`src/rtl/stack_unit.sv`:
```
// Stack pointer, address and data generation for the controller's two-byte
// push/pop handshake; also captures popped return address and flags.
module stack_unit #(
  parameter logic [7:0] STACK_TOP   = 8'hFF,
  parameter logic [7:0] STACK_LIMIT = 8'hE0,
  parameter int unsigned PC_WIDTH   = 8
) (
  input  logic                clk,
  input  logic                rst,
  input  logic                stack_op_ongoing,
  input  logic                push_or_pop,
  input  logic                bus_grant,
  output logic                stack_op_end,
  input  logic [PC_WIDTH-1:0] pc_in,
  input  logic [5:0]          flags_in,
  output logic [7:0]          stack_addr,
  output logic [7:0]          stack_wr_data,
  input  logic [7:0]          stack_rd_data,
  output logic [PC_WIDTH-1:0] ret_pc,
  output logic [5:0]          ret_flags,
  output logic [7:0]          sp,
  output logic                stack_err
);

  logic       cnt;
  logic       dir_q;
  logic       dir;
  logic       advance;
  logic [7:0] pc_ext;

  // Direction is latched on the first granted byte so the frame cannot flip mid-way.
  assign dir     = cnt ? dir_q : push_or_pop;
  assign advance = stack_op_ongoing && bus_grant;
  assign stack_op_end = advance && cnt;

  always_comb begin
    pc_ext = '0;
    pc_ext[PC_WIDTH-1:0] = pc_in;
  end

  always_comb begin
    stack_addr    = '0;
    stack_wr_data = '0;
    if (stack_op_ongoing) begin
      if (dir) begin
        stack_addr    = sp;
        stack_wr_data = cnt ? {2'b00, flags_in} : pc_ext;
      end else begin
        stack_addr = sp + 8'd1;
      end
    end
  end

  always_ff @(posedge clk) begin
    if (rst) begin
      sp        <= STACK_TOP;
      cnt       <= 1'b0;
      dir_q     <= 1'b0;
      ret_pc    <= '0;
      ret_flags <= '0;
      stack_err <= 1'b0;
    end else if (advance) begin
      cnt <= ~cnt;
      if (!cnt) dir_q <= push_or_pop;
      if (dir) begin
        sp <= sp - 8'd1;
        if (sp < STACK_LIMIT) stack_err <= 1'b1;
      end else begin
        sp <= sp + 8'd1;
        if (sp == STACK_TOP) stack_err <= 1'b1;
        if (cnt) ret_pc    <= stack_rd_data[PC_WIDTH-1:0];
        else     ret_flags <= stack_rd_data[5:0];
      end
    end else if (!stack_op_ongoing && cnt) begin
      // Abandoned frame: bytes already moved stay moved.
      cnt <= 1'b0;
    end
  end

endmodule

```
`config.mk`:
```
export PLATFORM = sky130hd
export DESIGN_NAME = stack_unit
export DESIGN_NICKNAME = d
export VERILOG_FILES = /design/src/rtl/stack_unit.sv
export SDC_FILE = /design/constraint.sdc
export NUM_CORES = 1
export LEC_CHECK = 0
export BUFFER_PORTS_ARGS = -buffer_cell sky130_fd_sc_hd__buf_2
export CAP_MARGIN = 10
export CORE_MARGIN = 8
export CORE_UTILIZATION = 30
export DETAILED_ROUTE_END_ITERATION = 10
export GPL_TIMING_DRIVEN = 1
export PLACE_DENSITY = 0.6
export SYNTH_ARGS = -nofsm -noshare
export SYNTH_HDL_FRONTEND = slang
export SYNTH_SLANG_ARGS = --single-unit
```
`constraint.sdc`:
```
create_clock -name clk -period 2.3 [get_ports clk]
set_input_delay 0.46 -clock clk [delete_from_list [all_inputs] [get_ports clk]]
set_output_delay 0.46 -clock clk [all_outputs]
set_load 0.02 [all_outputs]
```
==> results of run 1 <==
cell families (layout without fill, tap and decap cells):
logic type | after synthesis | in the layout | share of synthesized area
AND/OR/NAND/NOR | 88 | 88 | 0.3060
flip-flops | 25 | 25 | 0.3448
multiplexers | 20 | 20 | 0.1405
AO/OA/AOI/OAI | 19 | 19 | 0.08191
buffers and inverters | 14 | 81 | 0.04396
XOR/XNOR | 8 | 8 | 0.04828
adder cells (fa/ha/maj) | 4 | 4 | 0.03448
cells in the mapped netlist:
master	instances
a211o_1	1
a21boi_0	1
a21oi_1	12
a21oi_2	1
and2_1	8
and3_1	6
and4_1	1
buf_2	2
buf_6	1
clkbuf_1	7
clkbuf_2	1
dfxtp_1	25
ha_1	4
inv_1	2
inv_2	1
mux2i_1	19
mux2i_2	1
nand2_1	23
nand2b_1	1
nand3_1	5
nand4_1	5
nor2_1	23
nor2b_1	9
nor3_1	1
nor3_2	1
nor3b_1	1
o21ba_2	1
o21bai_1	1
o31ai_1	1
o41ai_1	1
or2_2	1
or3b_1	1
or4_1	1
or4_4	1
xnor2_1	8
metal layers:
layer  track usage  vias to the layer above  part of all wire
met2        0.1848                       54              0.46
met3       0.06017                        6              0.12
met5             0                        -                 0
met4       0.02866                        0             0.011
li1              -                      731                 -
met1        0.1242                      658              0.42
area by class of cell:
class | instances | area [sq um]
clock buffers | 3 | 41.29
clock inverters | 1 | 7.507
fillers | 505 | 2786
inverters | 3 | 11.26
multi-input cells | 139 | 887.1
flip-flops and latches | 25 | 500.5
well taps | 54 | 67.56
repair buffers | 74 | 390.4
worst paths after layout:
kind,start,end,slack [ps]
setup / recovery,sp[2],stack_addr[7],160
hold / removal,stack_rd_data[6],ret_pc[6],410
setup reg to reg,sp[2],sp[6],520
hold reg to reg,ret_pc[0],ret_pc[0],460
where the power goes:
part / internal (W) / switching [W]
clock network: 0.000123 / 0.000148
registers: 0.000451 / 0.0000232
logic: 0.000134 / 0.000169
total: 0.000708 / 0.000340
sequential cells by signal, indices dropped and copies added (netlist names):
register   cells
ret_pc         8
sp             8
ret_flags      6
cnt            1
dir_q          1
stack_err      1
per-stage QoR:
step,utilization,power (W),std cells
floorplan,-,0.0006845,178
global placement,0.3957,0.0007879,295
detailed placement,0.3957,0.0007912,295
CTS,0.4061,0.001070,299
global route,0.4061,0.001113,299
finish,0.4061,0.001048,299
worst min-delay path: cells and delay by family:
family | cells | cell delay, ps
AND/OR/NAND/NOR | 1 | 40
buffers and inverters | 1 | 90
AO/OA/AOI/OAI | 1 | 50
==> metrics.txt, run 1 <==
# TYPE chip_impl_metric gauge
chip_impl_info{name="outcome",value="complete, no violations"} 1
chip_impl_metric{name="maxCapViolations",unit=""} 0
chip_impl_info{name="critical_path.cell_chain",value="and4_1 -> nand4_1 -> xnor2_1 -> and2_1 -> buf_2"} 1
chip_impl_metric{name="cts-buffers-inserted",unit=""} 3
chip_impl_metric{name="timing_max_transition_violations_final",unit=""} 0
chip_impl_metric{name="tightest_slew",unit="ps"} 560.2
chip_impl_metric{name="detailedPlacementHpwl",unit="mm"} 3.128
chip_impl_metric{name="average_cell_area_after_synthesis",unit="sq um"} 8.154
chip_impl_metric{name="total_leakage_power",unit="nW"} 0.8666
chip_impl_metric{name="die-area",unit="sq mm"} 0.007320
chip_impl_metric{name="relSlewSlack",unit=""} 0.6265
chip_impl_metric{name="finalHoldWorstSlack",unit="ps"} 413.8
chip_impl_metric{name="timing.critical_path.depth",unit=""} 5
chip_impl_metric{name="num_antenna_cells",unit=""} 0
chip_impl_metric{name="final_design_area_no_fill",unit="sq mm"} 0.001906
chip_impl_metric{name="synthesis.nets",unit=""} 209
chip_impl_metric{name="detail_route.iter0.violations",unit=""} 62
chip_impl_metric{name="report.final.hold_viol_count",unit=""} 0
chip_impl_metric{name="buf_inv_stages_crit_path",unit=""} 1
chip_impl_metric{name="timing.critical_path.required",unit="ps"} 1840
chip_impl_metric{name="min_period_over_period",unit=""} 0.9309
chip_impl_metric{name="port_buffers",unit=""} 66
chip_impl_info{name="synth_top_cell_by_area",value="dfxtp_1"} 1
chip_impl_metric{name="critPathMaxFanout",unit=""} 11
chip_impl_metric{name="holdPathStages",unit=""} 3
chip_impl_metric{name="detail_route.first_pass.iterations",unit=""} 4
chip_impl_metric{name="placeableCoreArea",unit="sq mm"} 0.004692
chip_impl_metric{name="final.min_clock_period",unit="ps"} 2141
chip_impl_metric{name="route.detailed.wl_per_inst",unit="um"} 13.28
chip_impl_info{name="worstSetupPathType",value="reg2out"} 1
chip_impl_info{name="grt_setup_unrepaired",value="false"} 1
chip_impl_metric{name="ir_worst_vdd",unit="uV"} 495.2
chip_impl_info{name="root_buffer",value="clkbuf_8"} 1
chip_impl_metric{name="area_growth_syn_to_layout",unit="%"} 31.29
chip_impl_info{name="hp-class",value="in2reg"} 1
chip_impl_metric{name="drive_above_1_share",unit=""} 0.3469
chip_impl_metric{name="clk_transition_reported_paths",unit="ps"} 90
chip_impl_metric{name="ys_ff_latch",unit=""} 25
chip_impl_metric{name="powerDensity",unit="mW/mm^2"} 550.0
chip_impl_metric{name="fp.dieH",unit="um"} 85.56
chip_impl_info{name="tritoncts_clock_tree",value="done"} 1
chip_impl_metric{name="timing.final.ws_setup",unit="ps"} 158.9
chip_impl_metric{name="cts-resized-gates",unit=""} 0
chip_impl_metric{name="achievable-frequency",unit="MHz"} 467.0
chip_impl_metric{name="first_global_vias",unit=""} 1481
chip_impl_metric{name="die_width",unit="um"} 85.56
chip_impl_metric{name="synth_warnings",unit=""} 0
chip_impl_metric{name="ant_nets",unit=""} 0
chip_impl_info{name="timing.critical_path.to_type",value="output port"} 1
chip_impl_info{name="layout_commonest_cell",value="buf_2"} 1
chip_impl_metric{name="grt_overflow",unit=""} 0
chip_impl_info{name="crit_slowest_cell",value="dfxtp_1"} 1
chip_impl_metric{name="detailedPlace.worstSlack",unit="ps"} 282.3
chip_impl_metric{name="num-nets-final",unit=""} 277
chip_impl_metric{name="initial_utilization",unit=""} 0.3093
chip_impl_info{name="cp_top_family",value="simple AND/OR/NAND/NOR gates"} 1
chip_impl_metric{name="syn-instance-count",unit=""} 178
chip_impl_metric{name="summed_instance_area_of_the_synthesized_netlist",unit="sq mm"} 0.001451
chip_impl_metric{name="clock_tree.buffer_depth",unit=""} 2
chip_impl_info{name="most-common-layout-cells",value="buf_2 (66), dfxtp_1 (25), nand2_1 (23), nor2_1 (23), mux2i_1 (19)"} 1
chip_impl_metric{name="timing.critical_path.slowest_cell_delay",unit="ps"} 530
chip_impl_metric{name="grtUsageTotal",unit=""} 0.1127
chip_impl_metric{name="number_of_standard_cell_rows_in_the_floorplan",unit=""} 25
chip_impl_metric{name="placement.cell_area",unit="sq mm"} 0.001857
chip_impl_metric{name="synth_largest_type_area_fraction",unit=""} 0.3448
chip_impl_metric{name="setup-tns-final",unit="ps"} 0
chip_impl_metric{name="grt_max_degree",unit=""} 32
chip_impl_metric{name="tritoncts_num_sinks",unit=""} 25
chip_impl_metric{name="finalWeightedCongestion",unit=""} 0.7719
chip_impl_metric{name="timing.critical_path.arrival",unit="ps"} 1680
chip_impl_metric{name="finalWirelength",unit="mm"} 3.972
chip_impl_metric{name="synth_cell_types",unit=""} 35
chip_impl_metric{name="r2r_cells",unit=""} 4
chip_impl_metric{name="synth.yosys.seq_area_share",unit=""} 0.3448
chip_impl_metric{name="timing.final.setup_violations",unit=""} 0
chip_impl_metric{name="grt_antenna_before_repair",unit=""} 0
chip_impl_metric{name="first_pass_grt_wire_length",unit="mm"} 6.810
chip_impl_metric{name="cts_setup_buffers",unit=""} 0
chip_impl_metric{name="cts_max_level",unit=""} 1
chip_impl_metric{name="cts_hold_repair_buffers",unit=""} 0
chip_impl_metric{name="boundaryPins",unit=""} 67
chip_impl_metric{name="avgViaCountPerCell",unit=""} 4.846
chip_impl_metric{name="clock_insertion_delay_worst_skew",unit="ps"} 270
chip_impl_info{name="synth.area.top_cells",value="dfxtp_1 (34%), mux2i_1 (13%), nand2_1 (5.9%)"} 1
chip_impl_metric{name="drc",unit=""} 0
chip_impl_info{name="cp-start-kind",value="register"} 1
chip_impl_metric{name="clock-skew-final",unit="ps"} 1.401
chip_impl_metric{name="route.vias.total",unit=""} 1449
No activity file was read; power rests on OpenSTA's default activity.
==> inputs of run 2 (changes only) <==
--- a/config.mk
+++ b/config.mk
@@ -9,9 +9,11 @@
 export CAP_MARGIN = 10
 export CORE_MARGIN = 8
 export CORE_UTILIZATION = 30
+export CTS_BUF_LIST = sky130_fd_sc_hd__clkbuf_4
 export DETAILED_ROUTE_END_ITERATION = 10
 export GPL_TIMING_DRIVEN = 1
 export PLACE_DENSITY = 0.6
+export RECOVER_POWER = 50
 export SYNTH_ARGS = -nofsm -noshare
 export SYNTH_HDL_FRONTEND = slang
 export SYNTH_SLANG_ARGS = --single-unit
==> run 2 against run 1 <==
Net effect: sequential power is essentially flat; flip-flop and latch count unchanged; non-clock buffer count did not move; core utilization down 0.91 points; count of clock-buffer cells in the layout is the same; combinational power barely moved; sequential share of layout area increased by 0.80 points; final cell count stayed put; critical path type unchanged.
==> metrics.txt, run 2 (synthesized netlist as in run 1, its figures left out) <==
# TYPE chip_impl_metric gauge
chip_impl_info{name="outcome",value="complete, no violations"} 1
chip_impl_metric{name="boundaryPins",unit=""} 67
chip_impl_metric{name="detailroute.wirelength.met2",unit="mm"} 1.842
chip_impl_metric{name="timing.critical_path.arrival",unit="ps"} 1690
chip_impl_metric{name="tightest_slew",unit="ps"} 553.9
chip_impl_metric{name="drive_above_1_share",unit=""} 0.2857
chip_impl_metric{name="initial_utilization",unit=""} 0.3093
chip_impl_metric{name="powerDensity",unit="mW/mm^2"} 528.4
chip_impl_metric{name="timing.critical_path.slowest_cell_delay",unit="ps"} 500
chip_impl_metric{name="total_power",unit="W"} 0.0009844
chip_impl_metric{name="route.detailed.wl_per_inst",unit="um"} 13.22
chip_impl_metric{name="critPathMaxFanout",unit=""} 8
chip_impl_info{name="critical_path.cell_chain",value="and4_1 -> nand4_1 -> xnor2_1 -> and2_1 -> buf_2"} 1
chip_impl_metric{name="detail_route.iter0.violations",unit=""} 74
chip_impl_metric{name="timing_max_transition_violations_final",unit=""} 0
chip_impl_info{name="timing.critical_path.to_type",value="output port"} 1
chip_impl_metric{name="number_of_standard_cell_rows_in_the_floorplan",unit=""} 25
chip_impl_metric{name="grt_max_degree",unit=""} 32
chip_impl_metric{name="total_leakage_power",unit="nW"} 0.7846
chip_impl_info{name="root_buffer",value="clkbuf_4"} 1
chip_impl_metric{name="r2r_cells",unit=""} 4
chip_impl_metric{name="die_width",unit="um"} 85.56
chip_impl_metric{name="port_buffers",unit=""} 66
chip_impl_metric{name="wl_met1",unit="mm"} 1.676
chip_impl_metric{name="avgViaCountPerCell",unit=""} 4.803
chip_impl_info{name="regToRegStartpoint",value="sp[2]"} 1
chip_impl_metric{name="cts-buffers-inserted",unit=""} 3
chip_impl_metric{name="finalWirelength",unit="mm"} 3.953
chip_impl_metric{name="min_period_over_period",unit=""} 0.9362
chip_impl_metric{name="nFillCells",unit=""} 517
chip_impl_info{name="grt_setup_unrepaired",value="false"} 1
chip_impl_info{name="cp-start-kind",value="register"} 1
chip_impl_metric{name="grtUsageTotal",unit=""} 0.1121
chip_impl_metric{name="seqCellArea",unit="sq um"} 504.2
chip_impl_metric{name="tritoncts_num_sinks",unit=""} 25
chip_impl_metric{name="first_pass_grt_wire_length",unit="mm"} 6.796
chip_impl_info{name="largest_registers",value="ret_pc x8, sp x8, ret_flags x6"} 1
chip_impl_metric{name="timing.final.ws_setup",unit="ps"} 146.9
chip_impl_metric{name="setup-tns-final",unit="ps"} 0
chip_impl_metric{name="clk_transition_reported_paths",unit="ps"} 150
chip_impl_metric{name="achievable-frequency",unit="MHz"} 464.4
chip_impl_info{name="worstSetupPathType",value="reg2out"} 1
chip_impl_metric{name="relSlewSlack",unit=""} 0.6307
chip_impl_metric{name="grt_overflow",unit=""} 0
chip_impl_info{name="tritoncts_clock_tree",value="done"} 1
chip_impl_info{name="highest_layer",value="met4"} 1
chip_impl_metric{name="timing.final.setup_violations",unit=""} 0
chip_impl_info{name="startpoint_of_the_lowest_slack_hold_path",value="stack_rd_data[6]"} 1
chip_impl_info{name="setup.worst_path.start",value="sp[4]"} 1
chip_impl_metric{name="timing.critical_path.required",unit="ps"} 1840
chip_impl_metric{name="detail_route_met3_wl",unit="um"} 400
chip_impl_metric{name="drc",unit=""} 0
chip_impl_metric{name="ant_nets",unit=""} 0
chip_impl_metric{name="cts_max_level",unit=""} 1
chip_impl_metric{name="first_global_vias",unit=""} 1484
chip_impl_metric{name="detail_route.first_pass.iterations",unit=""} 4
chip_impl_metric{name="num_antenna_cells",unit=""} 0
chip_impl_info{name="hp-class",value="in2reg"} 1
chip_impl_metric{name="holdPathStages",unit=""} 3
chip_impl_metric{name="cts_setup_buffers",unit=""} 0
chip_impl_metric{name="final.min_clock_period",unit="ps"} 2153
chip_impl_metric{name="report.final.hold_viol_count",unit=""} 0
chip_impl_metric{name="clock_insertion_delay_worst_skew",unit="ps"} 320
chip_impl_metric{name="ir_worst_vdd",unit="uV"} 447.3
chip_impl_metric{name="route.vias.total",unit=""} 1436
chip_impl_metric{name="clock-skew-final",unit="ps"} 3.114
chip_impl_metric{name="grt_antenna_before_repair",unit=""} 0
chip_impl_metric{name="finalHoldWorstSlack",unit="ps"} 352.3
chip_impl_metric{name="clock_tree.buffer_depth",unit=""} 2
chip_impl_metric{name="multi_input_area",unit="sq um"} 882.1
chip_impl_metric{name="fp.dieH",unit="um"} 85.56
chip_impl_metric{name="area_growth_syn_to_layout",unit="%"} 28.36
chip_impl_info{name="crit_slowest_cell",value="dfxtp_1"} 1
chip_impl_metric{name="die-area",unit="sq mm"} 0.007320
chip_impl_metric{name="detailedPlace.worstSlack",unit="ps"} 282.3
chip_impl_metric{name="placeableCoreArea",unit="sq mm"} 0.004692
chip_impl_info{name="layout_commonest_cell",value="buf_2"} 1
chip_impl_metric{name="detailedPlacementHpwl",unit="mm"} 3.128
chip_impl_metric{name="maxCapViolations",unit=""} 0
chip_impl_metric{name="finalWeightedCongestion",unit=""} 0.7719
chip_impl_metric{name="num-nets-final",unit=""} 277
chip_impl_info{name="most-common-layout-cells",value="buf_2 (51), nand2_1 (23), nor2_1 (23), dfxtp_1 (22), mux2i_1 (19)"} 1
[run 2: final timing paths]
check                  endpoint  slack (ps)
setup / recovery  stack_addr[7]         150
hold / removal        ret_pc[6]         350
setup reg to reg          sp[6]         570
hold reg to reg       ret_pc[0]         470
[run 2: per-stage QoR]
stage	util	cells	instance area [sq um]
finish	0.3971	299	1863
global route	0.3971	299	1863
CTS	0.4021	299	1887
detailed placement	0.3957	295	1857
global placement	0.3957	295	1857
floorplan	-	178	1451
[run 2: report_power, final]
part	internal [W]	switching (W)
Combinational	0.000132	0.000169
Sequential	0.000452	0.0000235
Clock	0.0000664	0.000141
[run 2: critical path, delay by kind of cell (launching register included)]
kind                   cells  cell delay [ps]
buffers and inverters      1              150
flip-flops                 1              500
XOR/XNOR                   1              140
AND/OR/NAND/NOR            3              570
[run 2: cell type report]
cell class | count | area share
Clock buffer | 3 | 0.01209
Tap cell | 54 | 0.03627
Clock inverter | 1 | 0.004030
Sequential cell | 25 | 0.2707
Inverter | 3 | 0.006044
Multi-Input combinational cell | 139 | 0.4735
Timing Repair Buffer | 74 | 0.1974
[run 2: routing by layer]
| layer | GRT usage | vias to the layer above |
|---|---|---|
| met4 | 0.02389 | 0 |
| met2 | 0.1855 | 43 |
| met3 | 0.06017 | 4 |
| met5 | 0 | - |
| met1 | 0.1237 | 656 |
| li1 | - | 733 |
[run 2: timing repair]
item,4_1_cts,5_1_grt
hold buffers,0,0
endpoints found under the hold margin,0,0
endpoints found under the setup margin,0,3
gates resized for setup,0,4
